$ cat config.mk
export PLATFORM = sky130hd
export DESIGN_NAME = tlul_host_arb
export DESIGN_NICKNAME = d
export VERILOG_FILES = /design/src/rtl/tlul_host_arb_pkg.sv /design/src/rtl/tlul_host_arb_idx_fifo.sv /design/src/rtl/tlul_host_arb.sv
export SDC_FILE = /design/constraint.sdc
export NUM_CORES = 1
export LEC_CHECK = 0
export ABC_AREA = 1
export CORE_AREA = 5 5 271 273
export CTS_CLUSTER_SIZE = 10
export DETAILED_ROUTE_END_ITERATION = 8
export DIE_AREA = 0 0 276 278
export GPL_TIMING_DRIVEN = 1
export PLACE_DENSITY = 0.3
export SETUP_SLACK_MARGIN = 0.2
export SLEW_MARGIN = 30
export SYNTH_ARGS = -nofsm -noshare
export SYNTH_HDL_FRONTEND = slang
export SYNTH_SLANG_ARGS = --single-unit
$ cat constraint.sdc
create_clock -name clk_i -period 6.8 [get_ports clk_i]
set_clock_uncertainty 0.2 [all_clocks]
set_input_delay 1.02 -clock clk_i [delete_from_list [all_inputs] [get_ports clk_i]]
set_output_delay 1.02 -clock clk_i [all_outputs]
set_load 0.02 [all_outputs]
$ cat src/rtl/tlul_host_arb_pkg.sv
// Shared types and helpers for the TL-UL host arbiter.
//   NumHosts / MaxOutstanding : configuration of the arbiter slice
//   tl_h2d_t / tl_d2h_t       : TL-UL host->device and device->host bundles
//   host_idx_t                : index of an upstream host
//   rr_pick()                 : round-robin pick of the first requester at/after ptr
package tlul_host_arb_pkg;

    localparam int unsigned NumHosts       = 4;
    localparam int unsigned MaxOutstanding = 4;
    localparam int unsigned HostIdxW       = (NumHosts > 1) ? $clog2(NumHosts) : 1;
    localparam int unsigned CountW         = $clog2(MaxOutstanding + 1);

    typedef logic [HostIdxW-1:0] host_idx_t;

    typedef struct packed {
        logic        a_valid;
        logic [2:0]  a_opcode;
        logic [2:0]  a_param;
        logic [1:0]  a_size;
        logic [7:0]  a_source;
        logic [31:0] a_address;
        logic [3:0]  a_mask;
        logic [31:0] a_data;
        logic        d_ready;
    } tl_h2d_t;

    typedef struct packed {
        logic        d_valid;
        logic [2:0]  d_opcode;
        logic [2:0]  d_param;
        logic [1:0]  d_size;
        logic [7:0]  d_source;
        logic        d_sink;
        logic [31:0] d_data;
        logic        d_error;
        logic        a_ready;
    } tl_d2h_t;

    // First set bit of req at or after ptr, wrapping modulo NumHosts.
    // Returns ptr when nothing requests; callers qualify with the request.
    function automatic host_idx_t rr_pick(input logic [NumHosts-1:0] req,
                                          input host_idx_t           ptr);
        host_idx_t pick;
        host_idx_t cand;
        logic      found;
        pick  = ptr;
        found = 1'b0;
        for (int unsigned i = 0; i < NumHosts; i++) begin
            cand = host_idx_t'((32'(ptr) + i) % NumHosts);
            if (!found && req[cand]) begin
                pick  = cand;
                found = 1'b1;
            end
        end
        return pick;
    endfunction

endpackage

$ cat src/rtl/tlul_host_arb_idx_fifo.sv
// Synchronous FIFO of host indices recording the issue order of accepted
// requests, so in-order device responses can be routed back.
//   clk_i, rst_i     : clock, asynchronous active-high reset
//   push_i, wdata_i  : enqueue (ignored when full)
//   pop_i, rdata_o   : dequeue (ignored when empty), rdata_o is the head
//   full_o, empty_o  : occupancy flags
//   count_o          : number of stored entries
module tlul_host_arb_idx_fifo #(
    parameter int unsigned Depth = 4,
    parameter int unsigned Width = 2
) (
    input  logic                       clk_i,
    input  logic                       rst_i,
    input  logic                       push_i,
    input  logic [Width-1:0]           wdata_i,
    input  logic                       pop_i,
    output logic [Width-1:0]           rdata_o,
    output logic                       full_o,
    output logic                       empty_o,
    output logic [$clog2(Depth+1)-1:0] count_o
);

    localparam int unsigned PtrW = (Depth > 1) ? $clog2(Depth) : 1;
    localparam int unsigned CntW = $clog2(Depth + 1);

    logic [Width-1:0] mem [Depth];
    logic [PtrW-1:0]  wptr_q;
    logic [PtrW-1:0]  rptr_q;
    logic [CntW-1:0]  count_q;
    logic             do_push;
    logic             do_pop;

    assign full_o  = (count_q == CntW'(Depth));
    assign empty_o = (count_q == '0);
    assign count_o = count_q;
    assign rdata_o = mem[rptr_q];
    assign do_push = push_i && !full_o;
    assign do_pop  = pop_i && !empty_o;

    function automatic logic [PtrW-1:0] ptr_inc(input logic [PtrW-1:0] p);
        return (p == PtrW'(Depth - 1)) ? '0 : p + PtrW'(1);
    endfunction

    always_ff @(posedge clk_i) begin
        if (do_push) begin
            mem[wptr_q] <= wdata_i;
        end
    end

    always_ff @(posedge clk_i or posedge rst_i) begin
        if (rst_i) begin
            wptr_q  <= '0;
            rptr_q  <= '0;
            count_q <= '0;
        end else begin
            if (do_push) begin
                wptr_q <= ptr_inc(wptr_q);
            end
            if (do_pop) begin
                rptr_q <= ptr_inc(rptr_q);
            end
            if (do_push && !do_pop) begin
                count_q <= count_q + CntW'(1);
            end else if (!do_push && do_pop) begin
                count_q <= count_q - CntW'(1);
            end
        end
    end

endmodule

$ cat src/rtl/tlul_host_arb.sv
// Round-robin arbiter sharing one TL-UL device port among NumHosts hosts.
// Requests are muxed onto the device port with zero latency; in-order
// responses are routed back using a FIFO of issuing host indices.
//   clk_i, rst_i   : clock, asynchronous active-high reset
//   tl_h_i/tl_h_o  : per-host request in / response + a_ready out
//   tl_d_o/tl_d_i  : shared device request out / response in
//   outstanding_o  : accepted but unanswered requests
//   idle_o         : no locked grant and nothing outstanding
//   rsp_err_o      : sticky flag, response seen with nothing outstanding
module tlul_host_arb
    import tlul_host_arb_pkg::*;
(
    input  logic              clk_i,
    input  logic              rst_i,
    input  tl_h2d_t           tl_h_i [NumHosts],
    output tl_d2h_t           tl_h_o [NumHosts],
    output tl_h2d_t           tl_d_o,
    input  tl_d2h_t           tl_d_i,
    output logic [CountW-1:0] outstanding_o,
    output logic              idle_o,
    output logic              rsp_err_o
);

    logic [NumHosts-1:0] req_vec;
    host_idx_t           rr_ptr_q;
    host_idx_t           gnt_q;
    logic                lock_q;
    host_idx_t           gnt;
    host_idx_t           head;
    logic                fifo_full;
    logic                fifo_empty;
    logic                accept;
    logic                pop;
    logic                err_q;

    always_comb begin
        req_vec = '0;
        for (int unsigned h = 0; h < NumHosts; h++) begin
            req_vec[h] = tl_h_i[h].a_valid;
        end
    end

    assign gnt = lock_q ? gnt_q : rr_pick(req_vec, rr_ptr_q);

    // Handshakes are suppressed during reset so nothing is accepted or
    // drained that the cleared FIFO could not account for.
    always_comb begin
        tl_d_o         = tl_h_i[gnt];
        tl_d_o.a_valid = tl_h_i[gnt].a_valid && !fifo_full && !rst_i;
        // With nothing outstanding, any response is stray: drain it.
        tl_d_o.d_ready = (fifo_empty ? tl_d_i.d_valid : tl_h_i[head].d_ready) && !rst_i;
    end

    assign accept = tl_d_o.a_valid && tl_d_i.a_ready;
    assign pop    = tl_d_i.d_valid && tl_d_o.d_ready && !fifo_empty;

    always_comb begin
        for (int unsigned h = 0; h < NumHosts; h++) begin
            tl_h_o[h]         = tl_d_i;
            tl_h_o[h].d_valid = 1'b0;
            tl_h_o[h].a_ready = 1'b0;
        end
        tl_h_o[gnt].a_ready = accept;
        if (!fifo_empty) begin
            tl_h_o[head].d_valid = tl_d_i.d_valid;
        end
    end

    tlul_host_arb_idx_fifo #(
        .Depth (MaxOutstanding),
        .Width (HostIdxW)
    ) u_idx_fifo (
        .clk_i   (clk_i),
        .rst_i   (rst_i),
        .push_i  (accept),
        .wdata_i (gnt),
        .pop_i   (pop),
        .rdata_o (head),
        .full_o  (fifo_full),
        .empty_o (fifo_empty),
        .count_o (outstanding_o)
    );

    always_ff @(posedge clk_i or posedge rst_i) begin
        if (rst_i) begin
            rr_ptr_q <= '0;
            gnt_q    <= '0;
            lock_q   <= 1'b0;
            err_q    <= 1'b0;
        end else begin
            if (accept) begin
                lock_q   <= 1'b0;
                rr_ptr_q <= host_idx_t'((32'(gnt) + 1) % NumHosts);
            end else if (tl_d_o.a_valid) begin
                lock_q <= 1'b1;
                gnt_q  <= gnt;
            end
            if (tl_d_i.d_valid && fifo_empty) begin
                err_q <= 1'b1;
            end
        end
    end

    assign rsp_err_o = err_q;
    assign idle_o    = !lock_q && (outstanding_o == '0);

endmodule

==> results.json <==
{
  "cts.repair.resized": 0,
  "busiest_layer": "met2",
  "grtUsageMet1_pct": 8.50,
  "yosysTopAreaCell": "buf_4",
  "clkTransAtPathRegs_ps": 60,
  "syn2layout_area_growth_pct": 78.3,
  "crit_arrival_ps": 4220,
  "multi_input_area_sq_um": 2890,
  "max_freq_mhz": 184,
  "gr-usage-met3_pct": 3.62,
  "synth_seq_area_share_pct": 10.6,
  "worstSetupStartpointType": "input port",
  "ys_seq_elements": 21,
  "worstSetupPathType": "input port to output port",
  "synthTopCellsByCount": "205 x buf_4, 179 x nor2_1, 168 x o21ai_0, 84 x o22ai_1, 73 x nand2_1",
  "worst_pin_slew_ps": 593,
  "synth-edff-count": 8,
  "hold_viol": 0,
  "htreeDepth": 1,
  "worst_path_most_repeated_cell": "nand2_1",
  "seq_power_share_pct": 4.2,
  "first_pass_iters": 4,
  "drcViolationCount": 0,
  "post_dp_cell_area_sq_um": 9450,
  "port_buffers": 446,
  "fp.dieArea_sq_um": 76700,
  "viasPerCell": 3.25,
  "cp.required_ps": 5580,
  "design_area_sq_um": 9530,
  "synth_fp_nets": 1301,
  "register_area_sq_um": 566,
  "status": "complete, no violations",
  "irDropWorstVdd_v": 0.000346,
  "avgSynthCellArea_sq_um": 5.99,
  "grt_antenna_before_repair": 2,
  "synth_ff_type": "dfrtp_1",
  "insertion_delay_ps": 250,
  "clock_sinks": 21,
  "clk_path_buf_depth": 2,
  "intPower_mw": 2.45,
  "netlist-cell-type-count": 32,
  "gp_congestion": 0.817,
  "die_h_microns": 278,
  "instances_no_fill": 2052,
  "grt_pass1_vias": 6993,
  "switchingPower_mw": 3.33,
  "hpwlAfterDp_microns": 28800,
  "min_period_over_period_pct": 80.1,
  "crit_chain": "clkdlybuf4s50_1 -> nand2_1 -> nand3_1 -> nand2_2 -> nand2_1 -> nand2_1 -> nand2_1 -> nand2_2 -> nand3_2 -> nand2_8 -> inv_4 -> buf_12 -> o21ai_0 -> o22ai_1 -> clkdlybuf4s50_1",
  "post_cts_buffers": 0,
  "gr-total-overflow": 0,
  "die_w_microns": 276,
  "power_frac_comb_pct": 93.6,
  "fillers": 8292,
  "p_sw_share_pct": 57.6,
  "core_sq_um": 70900,
  "grt_usage_pct": 8.24,
  "yosysMostFrequentCell": "buf_4",
  "rsz0062_at_grt": "false",
  "met2_usage_pct": 15.9,
  "drtIter0Drc": 208,
  "max-slew-margin-rel_pct": 60.5,
  "finalNetCount": 1512,
  "holdBufCountCts": 0,
  "setup_tns_ps": 0,
  "grt_max_degree": 93,
  "wl_per_cell_microns": 16.8,
  "ios": 697,
  "post-route-min-period_ps": 5440,
  "place_inst": 2048,
  "hold_ws_ps": 261,
  "grt_pass1_wl_microns": 48700,
  "pwr-share-clk_pct": 2.2,
  "wl_microns": 34500,
  "async_reset_ff_share_pct": 61.9,
  "p_leak_nw": 3.35,
  "final_util_pct": 13.4,
  "cp-end-kind": "output port",
  "hp-class": "flop to flop",
  "ys_warn_count": 0,
  "cp_slowest_cell": "clkdlybuf4s50_1",
  "yosys-top-cells-area": "buf_4 29%, o21ai_0 16%, nor2_1 13%",
  "slew_violations": 0,
  "cts-buffers-inserted": 3,
  "synth_top_area_share_pct": 28.8,
  "drv_cap": 0,
  "vias": 6665,
  "ctsRootBufferMaster": "clkbuf_16",
  "initial_core_util_pct": 7.54,
  "drive_above_1_share_pct": 4.81,
  "rows": 98,
  "syn_area_sq_um": 5340,
  "setup_viol": 0,
  "critPathMaxStageDelay_ps": 710,
  "cp_max_fo": 64,
  "antenna_left": 0,
  "diodes": 0,
  "power_density_nw_per_um2": 607,
  "cts_tree": "built",
  "syn_inst": 892
}
per-stage QoR:
| step | total power, mW | worst slack, ps |
|---|---|---|
| after global placement | 5.82 | 1310 |
| after CTS | 5.92 | 1310 |
| final | 5.78 | 1360 |
| after floorplan | 3.33 | 3000 |
| after global routing | 6.30 | 1030 |
| after detailed placement | 5.76 | 1310 |
layout make-up:
cell class                      count  share of cell area (%)
Clock buffer                        4                   0.827
Inverter                           34                    1.38
Multi-Input combinational cell    579                    30.3
Sequential cell                    21                    5.94
Tap cell                          950                    12.5
Timing Repair Buffer              464                    49.1
critical path, delay by kind of cell:
kind / cells / cell delay (ps)
simple gates: 9 / 840
compound gates: 2 / 510
buf+inv: 4 / 1740
registers in the layout (all words and copies together), names as in the netlist:
signal / flops
u_idx_fifo.mem: 8
u_idx_fifo.count_o: 3
gnt_q: 2
rr_ptr_q: 2
u_idx_fifo.rptr_q: 2
u_idx_fifo.wptr_q: 2
lock_q: 1
rsp_err_o: 1
worst paths after layout:
path                        startpoint                     to  slack (ps)  cells past startpoint
min in group asynchronous        rst_i  u_idx_fifo.count_o[0]        1050                      2
setup reg to reg           rr_ptr_q[0]  u_idx_fifo.count_o[1]        2780                     19
max in group asynchronous        rst_i   u_idx_fifo.wptr_q[1]        4960                      2
hold reg to reg              rsp_err_o              rsp_err_o         260                      1
setup / recovery           tl_h_i[257]             tl_d_o[64]        1360                     15
hold / removal               rsp_err_o              rsp_err_o         260                      1
cell usage in the layout (no fill, tap or decap):
master	instances
fa_1	1
inv_2	4
inv_4	1
nand4_1	7
clkdlybuf4s50_1	446
o22ai_1	84
ha_1	10
a21oi_1	4
o21bai_1	1
nand2_2	9
clkbuf_1	1
o22a_1	1
nor2_2	8
clkbuf_16	3
inv_1	28
nand2_8	1
a211oi_1	1
o21ai_0	168
a21o_1	1
nand3_4	1
nand2_1	73
o21ai_1	3
buf_4	12
or2_2	1
nand3_2	2
mux2_2	1
nand2_4	2
buf_12	6
nor2_1	179
nand3_1	15
dfrtp_1	13
nor3_1	3
a21oi_2	1
edfxtp_1	8
xnor2_1	2
clkinv_2	1
kinds of logic after synthesis:
kind of cell	count (synthesis)	share of synthesized area (%)
xor+xnor	2	0.328
buf+inv	292	35.6
flops	21	10.6
compound gates	264	27.0
mux	1	0.211
fa+ha+maj	11	2.72
simple gates	301	23.6
power groups by stage:
stage | Combinational (mW) | Sequential, mW | Clock [mW]
2_1_floorplan | 3.10 | 0.234 | 0
3_3_place_gp | 5.58 | 0.248 | 0
3_5_place_dp | 5.51 | 0.250 | 0
4_1_cts | 5.54 | 0.248 | 0.130
5_1_grt | 5.91 | 0.256 | 0.136
6_report | 5.41 | 0.244 | 0.125
metal layers:
| metal | part of all wire, % | vias to the layer above |
|---|---|---|
| li1 | - | 3210 |
| met1 | 35 | 2968 |
| met2 | 53 | 471 |
| met3 | 11 | 12 |
| met4 | 0.87 | 4 |
| met5 | 0.099 | - |
Power figures use the tool's default switching activity.
